`src/rtl/stream_rr_arbiter.sv`:
```
// N-to-1 round-robin packet arbiter for valid/ready streams.
// A grant stays locked to one source until its last beat; a single registered stage drives the output.
module stream_rr_arbiter #(
  parameter int NUM_SRC    = 4,
  parameter int DATA_WIDTH = 8,
  localparam int SRC_W     = $clog2(NUM_SRC)
) (
  input  logic                          clk,
  input  logic                          rst,
  input  logic [NUM_SRC-1:0]            s_valid,
  output logic [NUM_SRC-1:0]            s_ready,
  input  logic [NUM_SRC*DATA_WIDTH-1:0] s_data,
  input  logic [NUM_SRC-1:0]            s_last,
  output logic                          m_valid,
  input  logic                          m_ready,
  output logic [DATA_WIDTH-1:0]         m_data,
  output logic                          m_last,
  output logic [SRC_W-1:0]              m_src,
  output logic                          busy
);

  typedef enum logic [0:0] {
    IDLE   = 1'b0,
    LOCKED = 1'b1
  } state_t;

  state_t                state;
  state_t                state_next;
  logic [SRC_W-1:0]      last_grant;
  logic [SRC_W-1:0]      last_grant_next;
  logic [SRC_W-1:0]      lock_id;
  logic [SRC_W-1:0]      lock_id_next;

  logic [SRC_W-1:0]      cand;
  logic                  hit;
  logic [SRC_W-1:0]      sel;
  logic                  sel_found;
  logic [SRC_W-1:0]      grant;
  logic                  grant_valid;
  logic                  can_accept;
  logic                  accept;
  logic [DATA_WIDTH-1:0] grant_data;
  logic                  grant_last;

  // Rotating-priority search that starts just after the owner of the last finished packet.
  always_comb begin
    cand      = '0;
    hit       = 1'b0;
    sel       = '0;
    sel_found = 1'b0;
    for (int k = 1; k <= NUM_SRC; k++) begin
      cand      = SRC_W'((int'(last_grant) + k) % NUM_SRC);
      hit       = s_valid[cand] && !sel_found;
      sel       = hit ? cand : sel;
      sel_found = sel_found || hit;
    end
  end

  assign can_accept  = !m_valid || m_ready;
  assign grant       = (state == LOCKED) ? lock_id : sel;
  assign grant_valid = (state == LOCKED) ? 1'b1 : sel_found;
  assign grant_data  = s_data[int'(grant)*DATA_WIDTH +: DATA_WIDTH];
  assign grant_last  = s_last[grant];
  assign accept      = can_accept && grant_valid && s_valid[grant];

  // One-hot ready towards the granted source; the locked source gets ready even while idle.
  always_comb begin
    s_ready = '0;
    if (can_accept && grant_valid) begin
      s_ready[grant] = 1'b1;
    end else begin
      s_ready = '0;
    end
  end

  // Lock on a non-final beat; the fairness pointer only moves at packet end.
  always_comb begin
    state_next      = state;
    last_grant_next = last_grant;
    lock_id_next    = lock_id;
    case (state)
      IDLE: begin
        if (accept && !grant_last) begin
          state_next   = LOCKED;
          lock_id_next = grant;
        end else if (accept) begin
          last_grant_next = grant;
        end else begin
          state_next = IDLE;
        end
      end
      LOCKED: begin
        if (accept && grant_last) begin
          state_next      = IDLE;
          last_grant_next = lock_id;
        end else begin
          state_next = LOCKED;
        end
      end
      default: begin
        state_next = IDLE;
      end
    endcase
  end

  // Arbitration state register.
  always_ff @(posedge clk) begin
    if (rst) begin
      state      <= IDLE;
      last_grant <= SRC_W'(NUM_SRC - 1);
      lock_id    <= '0;
    end else begin
      state      <= state_next;
      last_grant <= last_grant_next;
      lock_id    <= lock_id_next;
    end
  end

  // Output stage: load on accept, drain on downstream ready, otherwise hold.
  always_ff @(posedge clk) begin
    if (rst) begin
      m_valid <= 1'b0;
      m_data  <= '0;
      m_last  <= 1'b0;
      m_src   <= '0;
    end else if (accept) begin
      m_valid <= 1'b1;
      m_data  <= grant_data;
      m_last  <= grant_last;
      m_src   <= grant;
    end else if (m_ready) begin
      m_valid <= 1'b0;
    end else begin
      m_valid <= m_valid;
    end
  end

  assign busy = (state == LOCKED);

endmodule

```
`config.mk`:
```
export PLATFORM = sky130hd
export DESIGN_NAME = stream_rr_arbiter
export DESIGN_NICKNAME = d
export VERILOG_FILES = /design/src/rtl/stream_rr_arbiter.sv
export SDC_FILE = /design/constraint.sdc
export NUM_CORES = 1
export LEC_CHECK = 0
export CAP_MARGIN = 40
export CELL_PAD_IN_SITES_DETAIL_PLACEMENT = 1
export CELL_PAD_IN_SITES_GLOBAL_PLACEMENT = 2
export CORE_MARGIN = 4
export CORE_UTILIZATION = 30
export CTS_CLUSTER_SIZE = 30
export DETAILED_ROUTE_END_ITERATION = 12
export DONT_BUFFER_PORTS = 1
export GPL_ROUTABILITY_DRIVEN = 1
export MAX_ROUTING_LAYER = met4
export PLACE_DENSITY_LB_ADDON = 0.1
export SLEW_MARGIN = 20
export SYNTH_ARGS = -nofsm -noshare
export SYNTH_HDL_FRONTEND = slang
export SYNTH_SLANG_ARGS = --single-unit
```
`constraint.sdc`:
```
create_clock -name clk -period 6.65 [get_ports clk]
set_clock_uncertainty 0.2 [all_clocks]
set_input_delay 0.665 -clock clk [delete_from_list [all_inputs] [get_ports clk]]
set_output_delay 0.665 -clock clk [all_outputs]
set_load 0.01 [all_outputs]
```
---- After elaboration in Yosys (flattened, before gate mapping) ----
Index checks and enable logic that the tools add are counted.
operators by class
  equality and inequality tests ........... 3
  add/subtract/negate cells ............... 4
  multiplexer cells ....................... 30
  shift operators ......................... 1
  bitwise operators ....................... 1
  reduce and logical (&&, ||, !) cells .... 20
  $lt $le $gt $ge ......................... 6
operators with widths
  cell                                                                   number
  32-bit by 6-bit indexed part select with 8-bit output                  1
  2-bit two-way mux                                                      8
  2-bit by 3-bit < comparator with 1-bit output, second input constant   5
  1-bit binary-select mux with 2-bit select                              6
  1-bit two-way mux                                                      12
  1-bit logical AND                                                      8
  1-bit zero test                                                        5
  2-bit by 1-bit adder with 2-bit output, second input constant          2
  2-bit adder, second input constant                                     2
  1-bit logical OR                                                       4
  4-bit two-way mux                                                      1
  2-bit != test, second input constant                                   2
  2-bit case mux with 2 select lines                                     1
  3-bit AND reduction                                                    1
  1-bit demux with 2-bit select                                          1
  2-bit by 1-bit >= comparator with 1-bit output, second input constant  1
  2-bit by 1-bit != test with 1-bit output, second input constant        1
  1-bit case mux with 2 select lines                                     1
  2-bit AND reduction                                                    1
  2-bit nonzero test                                                     1
  1-bit NOT                                                              1
storage, ports and cells
  input bits .............................. 43
  flip-flop bits (word level) ............. 17
  output and inout bits ................... 17
  logic and storage cells ................. 72

---- Depth between registers and ports, before layout ----
Gate-level depths: netlist of run 1.
  depth in word-level cells ............... 19
  gate-level depth with buffers ........... 9
  mapped depth without buffers ............ 7

---- Worst setup path before layout of run 1 ----
OpenSTA, ideal clock, no wires.
  path kind ............................... input to output
  from .................................... in s_valid[1]
  to ...................................... out s_ready[0]
  setup slack ............................. 3,667 ps
  arrival ................................. 2,118 ps
  stages .................................. 7
  data required time ...................... 5,785 ps
  cell sequence ........................... nor2b_2 > a2111oi_4 > o21ai_1 > and2_1 > clkbuf_2 > buf_6 > nor3_1
between the ends
  cells in the longest elaborated chain, start to end .. 17
RTL lines
  item                                                                                                                                          line  RTL
  start, declared                                                                                                                               10    input logic [NUM_SRC-1:0] s_valid,
  1-bit binary-select mux with 2-bit select                                                                                                     53    hit = s_valid[cand] && !sel_found;
  1-bit two-way mux (implied by the code)                                                                                                       53
  1-bit zero test                                                                                                                               53
  1-bit logical AND                                                                                                                             53
  1-bit logical OR                                                                                                                              55    sel_found = sel_found || hit;
  1-bit zero test                                                                                                                               53
  1-bit logical AND                                                                                                                             53
  1-bit logical OR                                                                                                                              55
  1-bit zero test                                                                                                                               53
  1-bit logical AND                                                                                                                             53
  2-bit two-way mux                                                                                                                             54    sel = hit ? cand : sel;
  2-bit two-way mux                                                                                                                             60    assign grant = (state == LOCKED) ? lock_id : sel;
  2-bit by 3-bit < comparator with 1-bit output (implied by the code) / 2-bit by 1-bit >= comparator with 1-bit output (equally long branches)  70    s_ready[grant] = 1'b1;
  1-bit logical AND (implied by the code)                                                                                                       70
  1-bit two-way mux (implied by the code)                                                                                                       70
  1-bit demux with 2-bit select                                                                                                                 70
  4-bit two-way mux (*)                                                                                                                         69    if (can_accept && grant_valid) begin
  end, declared                                                                                                                                 11    output logic [NUM_SRC-1:0] s_ready,
Every way passes the cells marked *; elsewhere a longest branch is shown, timed or not. The select of a mux whose other input is x is not followed.

---- Worst setup path after layout of run 1 ----
  from .................................... reg state, in the netlist busy
  to ...................................... out s_ready[0]
between the ends
  cells in the longest elaborated chain, start to end .. 6
RTL lines
  item                                                                                                                                          line  RTL
  start, declared                                                                                                                               27    state_t state;
  start signal, assigned                                                                                                                        113   state <= state_next;
  2-bit two-way mux                                                                                                                             60
  2-bit by 3-bit < comparator with 1-bit output (implied by the code) / 2-bit by 1-bit >= comparator with 1-bit output (equally long branches)  70
  1-bit logical AND (implied by the code)                                                                                                       70
  1-bit two-way mux (implied by the code)                                                                                                       70
  1-bit demux with 2-bit select                                                                                                                 70
  4-bit two-way mux (*)                                                                                                                         69
Every way passes the cells marked *; elsewhere a longest branch is shown, timed or not.

==> run metrics, run 1 <==
Synth Net Count=190; Reg2Reg Depth=7; Fmax achieved=between 300 and 400 MHz; top cell type's share of synthesized area=between 20% and 30%; first-pass GRT wire length=~5400 µm; multi-input logic area=a little under 900 µm²; total track usage=13.1%; port buffer count=0; worst vdd ir=approximately 0.14 mV; post-synthesis sequential area ratio=a little over a quarter; Clock transition at path regs=0.06 ns; most common cell in the netlist=mux2i_1; Tmin final=about 3.3 ns; cell row count=23; die footprint=between 5000 and 6000 µm²; via/cell ratio=5.47; vias=between 1,000 and 1,500; crit path capture type=output pin; max_slew headroom=~53%; design area=1360 µm²; r2r startpoint=busy; fin nets=about 190; CTS max path bufs=2; core area=about 4100 µm²; initial antenna violation count=0; DR WL/cell=18.1 µm; Main synth FF type=dfxtp_1; WS Path Type=flip-flop to output pin; Die X=roughly 74 µm; status=finished, final reports clean; worst hold path class=primary input to flip-flop; share of cells above drive strength 1=a little over an eighth; YS warnings=0; P per Cell Area=around 490 nW/µm²; largest net degree at the start of global routing=16; Max Slew Vio Count=0; Synth area leaders=dfxtp_1 (26%), mux2i_1 (26%), nor2_1 (5.8%); Critical Path Sink=s_ready[0]; CP arrival=~2.5 ns; number of global-route vias before repair=about 1,100; CTS tree=built; leak pwr=roughly 0.57 nW; clk sinks=17; CP Max Fanout=13; Initial Util=31.5%; critical path launch point type=flip-flop; setup tns final=0 ns; postcts setup bufs=0; CTS H-tree lvls=1; root buf cell=clkbuf_8; FF-to-FF End=lock_id[1]; Async SR Flop Fraction=0%; DRC viols=0; top cells by instance count after synthesis=mux2i_1 (33), nor2_1 (20), dfxtp_1 (17), nand2_1 (10), o21ai_0 (8); RSZ-0062 raised after global routing=no; register area=~340 µm²; grt ovf=0; area grow syn2layout=5.83%; Die H=about 74 µm; register bit total from synthesis=17; Fillers=roughly 490; antenna fix cells=0; total wire length=3520 µm; Num CTS Buffers=3; IO Count=60; Synth area leader=dfxtp_1; crit path launch=busy; Post-Syn Area=1290 µm²; Post-synth EDFFs=0; Worst Tran Pin Value=between 0.6 and 0.7 ns; DPL Wire Length=2870 µm; worst skew pair latency=~0.24 ns; Mean Syn Cell Area=8.77 µm²; Final ANT Viol Nets=0; CP Data Required Time=between 5 and 6 ns; distinct cell type count after synthesis=between 40 and 50; CTS Hold Bufs=0; post-CTS resize count=0; Initial DRT Pass Iterations=4; Final Hold Vio Count=0; Post-DP Area=approximately 1300 µm²; Cells after Synth=147; Iter 0 DRT Violations=29; Setup violations, final=0; final worst path period share=roughly 50%; maxcap violations=0; routability congestion estimate=between 0.7 and 0.8; R2R Setup Slk=3.56 ns
worst max-delay path, stage by stage (launching register included):
cell and delay, ns:
dfxtp_1 0.50, or2b_1 0.35, nor3_4 0.33, o21ai_1 0.14, and2_1 0.42, nor3_1 0.46
where the power goes:
part           internal (W)  switching (W)
combinational      0.000180       0.000230
clock             0.0000424      0.0000325
sequential         0.000136      0.0000446
cell type report:
cell class                 count  share of cell area, %
timing repair buffer           1                   1.10
inverter                       6                   1.65
clock buffer                   4                   3.30
sequential                    17                   25.0
tap                           50                   4.59
multi-input combinational    117                   64.4
how the worst min path moves through the flow:
stage	endpoint	slack [ns]	cells after the start	startpoint
final	m_src[1]	0.28	1	rst
after global routing	m_data[7]	0.27	1	rst
after CTS	m_src[1]	0.27	1	rst
after detailed placement	m_src[1]	0.32	2	m_src[1]
after global placement	m_src[1]	0.32	2	m_src[1]
after floorplan	m_src[1]	0.28	2	m_src[1]
logic make-up after synthesis:
group	Yosys count	share of synthesized area (%)
simple gates	51	20.6
buf+inv	13	5.44
mux	34	26.8
compound gates	32	20.8
flops	17	26.4
per-stage QoR:
stage / utilization, % / cells / setup WS (ns) / total power, W / hold WS, ns
2_1_floorplan: - / 147 / 3.67 / 0.000533 / 0.284
3_3_place_gp: 31.9 / 190 / 3.26 / 0.000582 / 0.324
3_5_place_dp: 32.3 / 191 / 3.35 / 0.000599 / 0.320
4_1_cts: 33.4 / 195 / 3.29 / 0.000677 / 0.275
5_1_grt: 33.4 / 195 / 3.15 / 0.000719 / 0.269
6_report: 33.4 / 195 / 3.33 / 0.000665 / 0.282
cells in the final DEF (no fill, tap or decap), drive strengths merged:
master   synthesis  routed
nor2b            4       4
o22ai            1       1
nand2b           4       4
and2             1       1
dfxtp           17      17
a31o             1       1
a21o             1       1
o211a            3       3
or2b             1       1
a22o             1       1
a211oi           1       1
o32ai            1       1
and2b            2       2
inv              6       6
buf              4       1
o41ai            1       1
o21ai           10      10
nor4b            1       1
mux2             1       1
nand2           11      11
o31a             2       2
o211ai           2       2
a311oi           1       1
mux2i           33      33
nor3             7       7
clkbuf           3       4
o311a            1       1
a2111oi          1       1
nor2            20      20
a21oi            4       4
a311o            1       1
sequential cells by signal (all words and copies together) (netlist names):
signal / count
last_grant: 2
lock_id: 2
m_data: 8
m_last: 1
m_src: 2
m_valid: 1
busy: 1
metal layers:
layer	vias to the layer above	global-route usage, %	share of wire [%]
li1	529	-	-
met1	503	16.3	43
met2	33	22.3	51
met3	2	1.64	5.3
met4	0	3.02	0.62
met5	-	-	0
Note: power is estimated with default switching activity, not from simulation.
==> inputs of run 2 (changes only) <==
clock period = 3.3 ns   (was 6.65 ns; I/O delays follow)
==> run 2 against run 1 <==
Design area rose by 0.18%. Power up 99%. Non-clock buffer count up 1. Final cell count increased by 0.51%. Largest cell class unchanged.
==> run metrics, run 2 (same netlist as run 1, synthesis figures left out) <==
postcts setup bufs=0; total wire length=~3500 µm; Setup violations, final=0; Hold Path Origin=rst; CTS H-tree lvls=1; status=finished, final reports clean; final worst path period share=between 80 and 90%; Initial DRT Pass Iterations=4; initial antenna violation count=0; Worst Tran Pin Value=between 0.6 and 0.7 ns; die footprint=~5400 µm²; antenna fix cells=0; max FFs per register=8; vias=roughly 1,100; Initial Util=31.5%; Tot Pwr=between 0.001 and 0.0015 W; fin util=between 30% and 40%; clk sinks=17; CTS max path bufs=2; largest net degree at the start of global routing=21; r2r startpoint=busy; number of global-route vias before repair=1,153; CP Max Fanout=13; commonest non-fill, non-tap cell in the layout=mux2i_1; WS Path Type=flip-flop to output pin; Fmax achieved=about 350 MHz; crit path capture type=output pin; via/cell ratio=approximately 5.6; Placed Cells=roughly 190; worst hold path class=primary input to flip-flop; most frequent cells in the layout=mux2i_1 (33), nor2_1 (20), dfxtp_1 (17); Num CTS Buffers=3; Cell Count, Final, Fillers Out=approximately 200; crit path launch=busy; Post-DP Area=1310 µm²; worst skew pair latency=0.25 ns; share of cells above drive strength 1=around an eighth; Final Hold Vio Count=0; area grow syn2layout=6.02%; fin nets=190; first-pass GRT wire length=roughly 5600 µm; Clock transition at path regs=0.06 ns; Iter 0 DRT Violations=22; Max Slew Vio Count=0; post-CTS resize count=0; maxcap violations=0; Die H=between 70 and 80 µm; DRC viols=0; P per Cell Area=slightly below 1000 nW/µm²; CTS tree=built; core area=a little over 4000 µm²; Die X=approximately 74 µm; Final ANT Viol Nets=0; leak pwr=approximately 0.57 nW; critical path launch point type=flip-flop; DR WL/cell=around 18 µm; routability congestion estimate=0.740; worst vdd ir=around 0.25 mV; DPL Wire Length=2870 µm; grt ovf=0; max_slew headroom=between 50% and 60%; Fillers=between 400 and 500; RSZ-0062 raised after global routing=no; Tmin final=2.89 ns; CP Data Required Time=~2.8 ns; cell row count=23; port buffer count=0; root buf cell=clkbuf_8; CP arrival=about 2.4 ns; design area=between 1000 and 1500 µm²; total track usage=between 10 and 15%; IO Count=60; Most flops, register=m_data; setup tns final=0 ns
==> run 2: layout make-up <==
type | count | area (µm²) | share of cell area [%]
timing repair buffer | 2 | 17.5 | 1.28
inverter | 6 | 22.5 | 1.65
multi-input combinational | 117 | 878 | 64.3
tap | 50 | 62.6 | 4.58
sequential | 17 | 340 | 24.9
clock buffer | 4 | 45.0 | 3.30
==> run 2: worst paths after layout <==
kind                            slack, ns       endpoint  depth (start not counted)
worst max register to register       0.63     lock_id[1]                          7
worst min register to register       0.33       m_src[1]                          2
worst max-delay path                 0.41     s_ready[0]                          5
worst min-delay path                 0.06  last_grant[1]                          2
==> run 2: report_power, final <==
| part | internal [W] | switching, W |
|---|---|---|
| clock network | 0.0000855 | 0.0000669 |
| registers | 0.000274 | 0.0000897 |
| logic | 0.000355 | 0.000454 |
==> run 2: per-layer routing <==
layer,GRT usage [%],routed length [µm],up-vias
li1,-,-,531
met1,16.2,1480,535
met2,24.0,1840,31
met3,2.05,194,2
met4,3.62,20,0
met5,-,0,-
==> run 2: per-stage QoR <==
stage               setup WS, ns  hold WS (ns)
finish                     0.409        0.0561
global route               0.264        0.0704
detailed placement         0.614         0.203
floorplan                  0.978         0.199
CTS                        0.368        0.0599
global placement           0.690         0.203
==> run 2: worst max-delay path: stages, from the launching register on <==
cell and delay [ns]:
dfxtp_1 0.48, or2b_1 0.35, nor3_4 0.30, o21ai_1 0.13, and2_1 0.41, nor3_1 0.43
==> run 2: timing repair <==
item,in CTS,in global routing
hold endpoints to repair,13,0
hold buffers,1,0
setup endpoints to repair,0,0
